## config.mk

```make
export PLATFORM = sky130hd
export DESIGN_NAME = devil_ar_arbiter
export DESIGN_NICKNAME = d
export VERILOG_FILES = /design/src/rtl/devil_ar_arbiter.sv
export SDC_FILE = /design/constraint.sdc
export NUM_CORES = 1
export LEC_CHECK = 0
export ABC_AREA = 1
export BUFFER_PORTS_ARGS = -buffer_cell sky130_fd_sc_hd__buf_2
export CAP_MARGIN = 20
export CORE_ASPECT_RATIO = 0.7
export CORE_MARGIN = 2
export CORE_UTILIZATION = 45
export DETAILED_ROUTE_END_ITERATION = 10
export PLACE_DENSITY = 0.85
export SYNTH_ARGS = -nofsm -noshare
export SYNTH_HDL_FRONTEND = slang
export SYNTH_SLANG_ARGS = --single-unit
```

## constraint.sdc

```tcl
create_clock -name ace_aclk -period 2.9 [get_ports ace_aclk]
set_input_delay 0.58 -clock ace_aclk [delete_from_list [all_inputs] [get_ports ace_aclk]]
set_output_delay 0.58 -clock ace_aclk [all_outputs]
set_load 0.02 [all_outputs]
```

## src/rtl/devil_ar_arbiter.sv

```systemverilog
// -----------------------------------------------------------------------------
// devil_ar_arbiter
//   N-engine arbiter for the shared ACE read-address channel (AR/R/RACK).
//   Several requesting engines compete for one read transaction at a time. The
//   grant is held for the whole transaction: AR handshake, every R beat up to
//   RLAST, and the single-cycle RACK. Arbitration is round-robin by default,
//   or lowest-index-wins when FIXED_PRIO=1. Each engine has a saturating count
//   of completed transactions. The block also flags a sticky error when the
//   number of R beats does not match the latched ARLEN.
//
// Ports
//   ace_aclk, ace_aresetn     clock, async active-low reset
//   i_req[N]                  per-engine request level, held until granted
//   i_araddr/i_arsnoop/i_arlen  per-engine AR payload, engine k in slot k
//   o_gnt[N], o_grant_id      one-hot grant and its binary index
//   o_arvalid/i_arready       AR handshake; o_araddr/o_arsnoop/o_arlen latched
//   i_rvalid/i_rready/i_rlast R beat observation (rready comes from the winner)
//   o_rack                    one-cycle RACK after the last beat
//   o_busy                    transaction in flight
//   o_len_err                 sticky beat-count mismatch
//   i_clr                     clears served counters and o_len_err
//   o_served_cnt              per-engine completed transactions, slot k
// -----------------------------------------------------------------------------
module devil_ar_arbiter #(
   parameter int C_ACE_ADDR_WIDTH = 44,
   parameter int NUM_ENGINES      = 4,
   parameter int CNT_WIDTH        = 16,
   parameter int FIXED_PRIO       = 0
) (
   input  logic                             ace_aclk,
   input  logic                             ace_aresetn,
   input  logic [NUM_ENGINES-1:0]           i_req,
   input  logic [NUM_ENGINES*C_ACE_ADDR_WIDTH-1:0] i_araddr,
   input  logic [NUM_ENGINES*4-1:0]         i_arsnoop,
   input  logic [NUM_ENGINES*8-1:0]         i_arlen,
   output logic [NUM_ENGINES-1:0]           o_gnt,
   output logic [2:0]                       o_grant_id,
   output logic                             o_arvalid,
   input  logic                             i_arready,
   output logic [C_ACE_ADDR_WIDTH-1:0]      o_araddr,
   output logic [3:0]                       o_arsnoop,
   output logic [7:0]                       o_arlen,
   input  logic                             i_rvalid,
   input  logic                             i_rready,
   input  logic                             i_rlast,
   output logic                             o_rack,
   output logic                             o_busy,
   output logic                             o_len_err,
   input  logic                             i_clr,
   output logic [NUM_ENGINES*CNT_WIDTH-1:0] o_served_cnt
);

   localparam int AW    = C_ACE_ADDR_WIDTH;
   localparam int IDX_W = 3;
   localparam logic [IDX_W:0]   N_L      = (IDX_W+1)'(NUM_ENGINES);
   localparam logic [IDX_W-1:0] LAST_IDX = IDX_W'(NUM_ENGINES-1);

   typedef enum logic [1:0] {S_IDLE, S_ADDR, S_DATA, S_ACK} state_t;

   typedef struct packed {
      logic [AW-1:0] addr;
      logic [3:0]    snoop;
      logic [7:0]    len;
   } ar_req_t;

   state_t                      state;
   logic [IDX_W-1:0]            last_ptr;
   logic [8:0]                  beat_cnt;

   ar_req_t [NUM_ENGINES-1:0]   req_pl;
   ar_req_t                     win_pl;
   logic [NUM_ENGINES-1:0]      rot;
   logic [NUM_ENGINES-1:0]      win_oh;
   logic [IDX_W-1:0]            base;
   logic [IDX_W-1:0]            pos;
   logic [IDX_W-1:0]            win_idx;
   logic [IDX_W:0]              sum;
   logic                        win_vld;

   // ---------------------------------------------------------------------------
   // Per-engine payload unpack and one-hot decode of the winner
   // ---------------------------------------------------------------------------
   for (genvar k = 0; k < NUM_ENGINES; k++) begin : g_eng
      assign req_pl[k] = {i_araddr[k*AW +: AW], i_arsnoop[k*4 +: 4], i_arlen[k*8 +: 8]};
      assign win_oh[k] = (win_idx == IDX_W'(k));
   end

   // ---------------------------------------------------------------------------
   // Arbitration: rotate requests so the search start sits at bit 0, take the
   // lowest set bit, then rotate the position back. Fixed priority simply uses
   // a start of 0 so the pointer has no effect.
   // ---------------------------------------------------------------------------
   always_comb begin
      base = '0;
      if (FIXED_PRIO == 0)
         base = (last_ptr == LAST_IDX) ? '0 : last_ptr + IDX_W'(1);
      rot     = NUM_ENGINES'({i_req, i_req} >> base);
      win_vld = |i_req;
      pos     = '0;
      for (int k = NUM_ENGINES-1; k >= 0; k--)
         if (rot[k]) pos = IDX_W'(k);
      sum = {1'b0, base} + {1'b0, pos};
      if (sum >= N_L) sum = sum - N_L;
      win_idx = sum[IDX_W-1:0];
   end

   always_comb begin
      win_pl = '0;
      for (int k = 0; k < NUM_ENGINES; k++)
         if (win_oh[k]) win_pl = req_pl[k];
   end

   // ---------------------------------------------------------------------------
   // Transaction FSM, all outputs registered
   // ---------------------------------------------------------------------------
   always_ff @(posedge ace_aclk or negedge ace_aresetn) begin
      if (!ace_aresetn) begin
         state      <= S_IDLE;
         last_ptr   <= LAST_IDX;
         beat_cnt   <= '0;
         o_gnt      <= '0;
         o_grant_id <= '0;
         o_arvalid  <= 1'b0;
         o_araddr   <= '0;
         o_arsnoop  <= '0;
         o_arlen    <= '0;
         o_rack     <= 1'b0;
         o_busy     <= 1'b0;
         o_len_err  <= 1'b0;
      end else begin
         if (i_clr) o_len_err <= 1'b0;

         case (state)
            S_IDLE: begin
               if (win_vld) begin
                  state      <= S_ADDR;
                  o_gnt      <= win_oh;
                  o_grant_id <= win_idx;
                  o_arvalid  <= 1'b1;
                  o_araddr   <= win_pl.addr;
                  o_arsnoop  <= win_pl.snoop;
                  o_arlen    <= win_pl.len;
                  o_busy     <= 1'b1;
               end
            end

            S_ADDR: begin
               // o_arvalid is always high here, so arready alone completes AR
               if (i_arready) begin
                  o_arvalid <= 1'b0;
                  state     <= S_DATA;
               end
            end

            S_DATA: begin
               if (i_rvalid && i_rready) begin
                  if (i_rlast) begin
                     // beat_cnt holds beats before this one, so a correct burst
                     // ends with beat_cnt == ARLEN
                     if ((beat_cnt != {1'b0, o_arlen}) && !i_clr)
                        o_len_err <= 1'b1;
                     beat_cnt <= '0;
                     o_rack   <= 1'b1;
                     last_ptr <= o_grant_id;
                     state    <= S_ACK;
                  end else if (beat_cnt != '1) begin
                     beat_cnt <= beat_cnt + 9'd1;
                  end
               end
            end

            S_ACK: begin
               o_rack     <= 1'b0;
               o_gnt      <= '0;
               o_grant_id <= '0;
               o_busy     <= 1'b0;
               state      <= S_IDLE;
            end

            default: state <= S_IDLE;
         endcase
      end
   end

   // ---------------------------------------------------------------------------
   // Served counters: bump for the granted engine during ACK, saturate,
   // clear has priority over the increment
   // ---------------------------------------------------------------------------
   for (genvar k = 0; k < NUM_ENGINES; k++) begin : g_cnt
      logic [CNT_WIDTH-1:0] cnt_q;

      always_ff @(posedge ace_aclk or negedge ace_aresetn) begin
         if (!ace_aresetn)
            cnt_q <= '0;
         else if (i_clr)
            cnt_q <= '0;
         else if ((state == S_ACK) && o_gnt[k] && (cnt_q != '1))
            cnt_q <= cnt_q + CNT_WIDTH'(1);
      end

      assign o_served_cnt[k*CNT_WIDTH +: CNT_WIDTH] = cnt_q;
   end

endmodule

```

==> impl_metrics.tcl <==
set metrics [dict create \
    die_h_um 126 \
    core_area_um2 20800 \
    rsz0062_at_grt "yes" \
    syn-cell-area_um2 9560 \
    clock-skew-final_ns 0.0191 \
    regToRegSetupSlack_ns -0.25 \
    drtAntennaViolNets 0 \
    min_path_type "in2async" \
    root_buffer "clkbuf_16" \
    worstSetupEndpointType "register" \
    synthTopCellsByArea "dfrtp_1 (37%), nand2_1 (18%), nand3_1 (15%), nand4_1 (6.7%), inv_1 (3.5%)" \
    ir_drop_mv 1.54 \
    numClockSinks 145 \
    hold_viol 0 \
    synthToLayoutAreaGrowth_pct 36.6 \
    cts_buffer_depth 2 \
    violations "setup timing" \
    synth_nets 1639 \
    yosysTopAreaCellShare_pct 37.4 \
    fin_util_pct 62.8 \
    avgSynthCellArea_um2 6.88 \
    dp_slack_ns -0.381 \
    drive_gt1_share_pct 31.2 \
    clkTransAtPathRegs_ns 0.06 \
    io_buffers 365 \
    fin_nets 2017 \
    cap_violations 0 \
    crit_fanout 6 \
    drtIter0Drc 1298 \
    vias 11600 \
    synthCells 1389 \
    cts_buffers 17 \
    path_common_cell "nand2_4" \
    crit_slowest_cell "dfstp_2" \
    synth_seq_cells 145 \
    cp_cell_sequence "ha_4 > nand2_4 > nand2_4 > nand2_4 > a21oi_1 > a21oi_2 > a21oi_2 > ha_2 > fa_2 > buf_6 > nor2_4 > buf_12 > buf_12 > nand3_2 > nand4_1 > nand2_1 > nand2_1" \
    yosysTopAreaCell "dfrtp_1" \
    dieWidth_um 178 \
    io-pin-count 366 \
    clock_latency_ns 0.44 \
    slowest_delay_ns 0.56 \
    p_leak_uw 0.00676 \
    fin_ws_ns -0.249 \
    drc 0 \
    start_util_pct 46.0 \
    antenna_found_initial 3 \
    routed_via_density 5.66 \
    wl_um 38200 \
    cts.htree.levels 4 \
    ys_top_cells_by_count "nand2_1 (462), nand3_1 (279), dfrtp_1 (143)" \
    synth_edf_count 0 \
    grt_util_all_layers_pct 33.6 \
    start_kind "register" \
    cts_tree "yes" \
    ys.flop_type "dfrtp_1" \
    wl_per_cell_um 18.6 \
    yosysMostFrequentCell "nand2_1" \
    status "finished with violations" \
    r2r-start "last_ptr[0]" \
    critPathLaunch "last_ptr[0]" \
    relSlewSlack_pct 37.2 \
    fin_crit_sh_pct 109 \
    gp_congestion 0.965 \
    worst_pin_slew_ns 0.943 \
    row_count 44 \
    grt_pass1_vias 10800 \
    cp.required_ns 3.27 \
    finalPower_uw 20700 \
    powerDensity_nw_per_um2 1590 \
    reg2reg_depth 17 \
    synth-async-reset-ratio_pct 100 \
    grt_first_pass_wirelength_um 58300 \
    dr.pass1.iters 6 \
    seq_area_frac_synth_pct 38.0 \
    hpwl_um 28100 \
    slew_violations 0 \
    grt-ovfl-total 0 \
    cp_data_arrival_time_ns 3.52 \
    fin_crit_ns 3.15 \
    yosysWarnings 0 \
    timing.fmax_ghz 0.318 \
    postCtsHoldBufs 0 \
    path_class "reg2reg" \
    finalSetupTns_ns -10.14 \
    die_area_um2 22500 \
    grt_max_degree 71 \
    ys_types 35 \
    finalSetupViolations 56 \
]
## metrics by stage
stage	instance area, µm²	hold slack [ns]	std cells
after detailed placement	12000	0.460	2007
after global placement	12000	0.459	2007
after floorplan	9570	0.284	1389
after CTS	12800	0.174	2049
final	13100	0.142	2056
after global routing	13100	0.195	2055
## final cells by class
type | count | area, µm²
multi-input combinational | 1078 | 5460
antenna | 1 | 2.50
fill | 1855 | 7740
timing repair buffer | 433 | 2760
inverter | 92 | 348
clock buffer | 17 | 425
sequential | 145 | 3630
clock inverter | 14 | 95.1
tap | 276 | 345
## final timing paths
| path | end |
|---|---|
| min reg2reg | o_araddr[22] |
| max reg2reg | o_araddr[37] |
| max | o_araddr[37] |
| min | g_cnt[2].cnt_q[14] |
| max in group asynchronous | last_ptr[1] |
| min in group ace_aclk | beat_cnt[5] |
## kinds of logic after synthesis
logic type	share of synthesized area [%]
xor+xnor	1.74
buf+inv	7.38
simple gates	46.3
fa+ha+maj	2.04
compound gates	4.59
flops	38.0
## worst max-delay path: cells and delay by family (launching register included)
kind | cells | cell delay (ns)
AO/OA/AOI/OAI | 3 | 0.40
adder cells (fa/ha/maj) | 3 | 0.89
buffers and inverters | 3 | 0.43
flip-flops | 1 | 0.56
AND/OR/NAND/NOR | 8 | 0.81
## layout by cell type (no fill, tap or decap), types with 2 or more instances in the layout
master	netlist	layout
nand2_1	462	448
nor2_2	10	13
or2_2	3	3
nand3b_1	7	7
o21ai_1	13	19
dfrtp_1	143	143
dfstp_2	2	2
nor3_1	5	5
xor2_1	15	15
inv_1	88	84
nand2_2	2	11
buf_2	36	364
a21oi_1	10	8
o22ai_1	4	4
clkinvlp_4	0	7
a21oi_2	0	2
o21ai_2	4	5
buf_12	0	19
buf_6	5	2
o21bai_1	16	16
o21ai_0	27	20
nand4_1	102	102
nor2_4	9	12
inv_2	3	7
nor2_1	83	77
clkbuf_16	0	22
buf_16	0	3
nand2_4	0	5
nand3_1	279	257
clkinv_2	0	5
ha_1	14	12
buf_4	0	39
xnor2_1	4	4
nand3_2	3	24
## flip-flops by register name (all words and copies together), names as in the netlist
register	cells
o_araddr	44
o_rack	1
o_arsnoop	4
o_grant_id	3
o_arvalid	1
g_cnt.cnt_q	64
beat_cnt	9
o_len_err	1
last_ptr	3
o_busy	1
state	2
o_gnt	4
o_arlen	8
## power breakdown
part	internal [µW]	switching, µW	total, µW
clock	1080	927	2010
sequential	2600	435	3040
combinational	7010	8690	15700
## metal layers
metal  track usage (%)  share of wire (%)  up-vias
li1                  -                  -     5419
met1              47.7                 42     5465
met2              49.1                 43      665
met3              9.57                 11       94
met4              11.5                3.3        2
met5                 0              0.034        -
## what timing repair did
item | 4_1_cts | 5_1_grt
setup buffers | 7 | 2
pin swaps | 19 | 23
setup endpoints to repair | 58 | 59
gates resized for setup | 31 | 39
cloned | 5 | 5
Power figures use the tool's default switching activity.
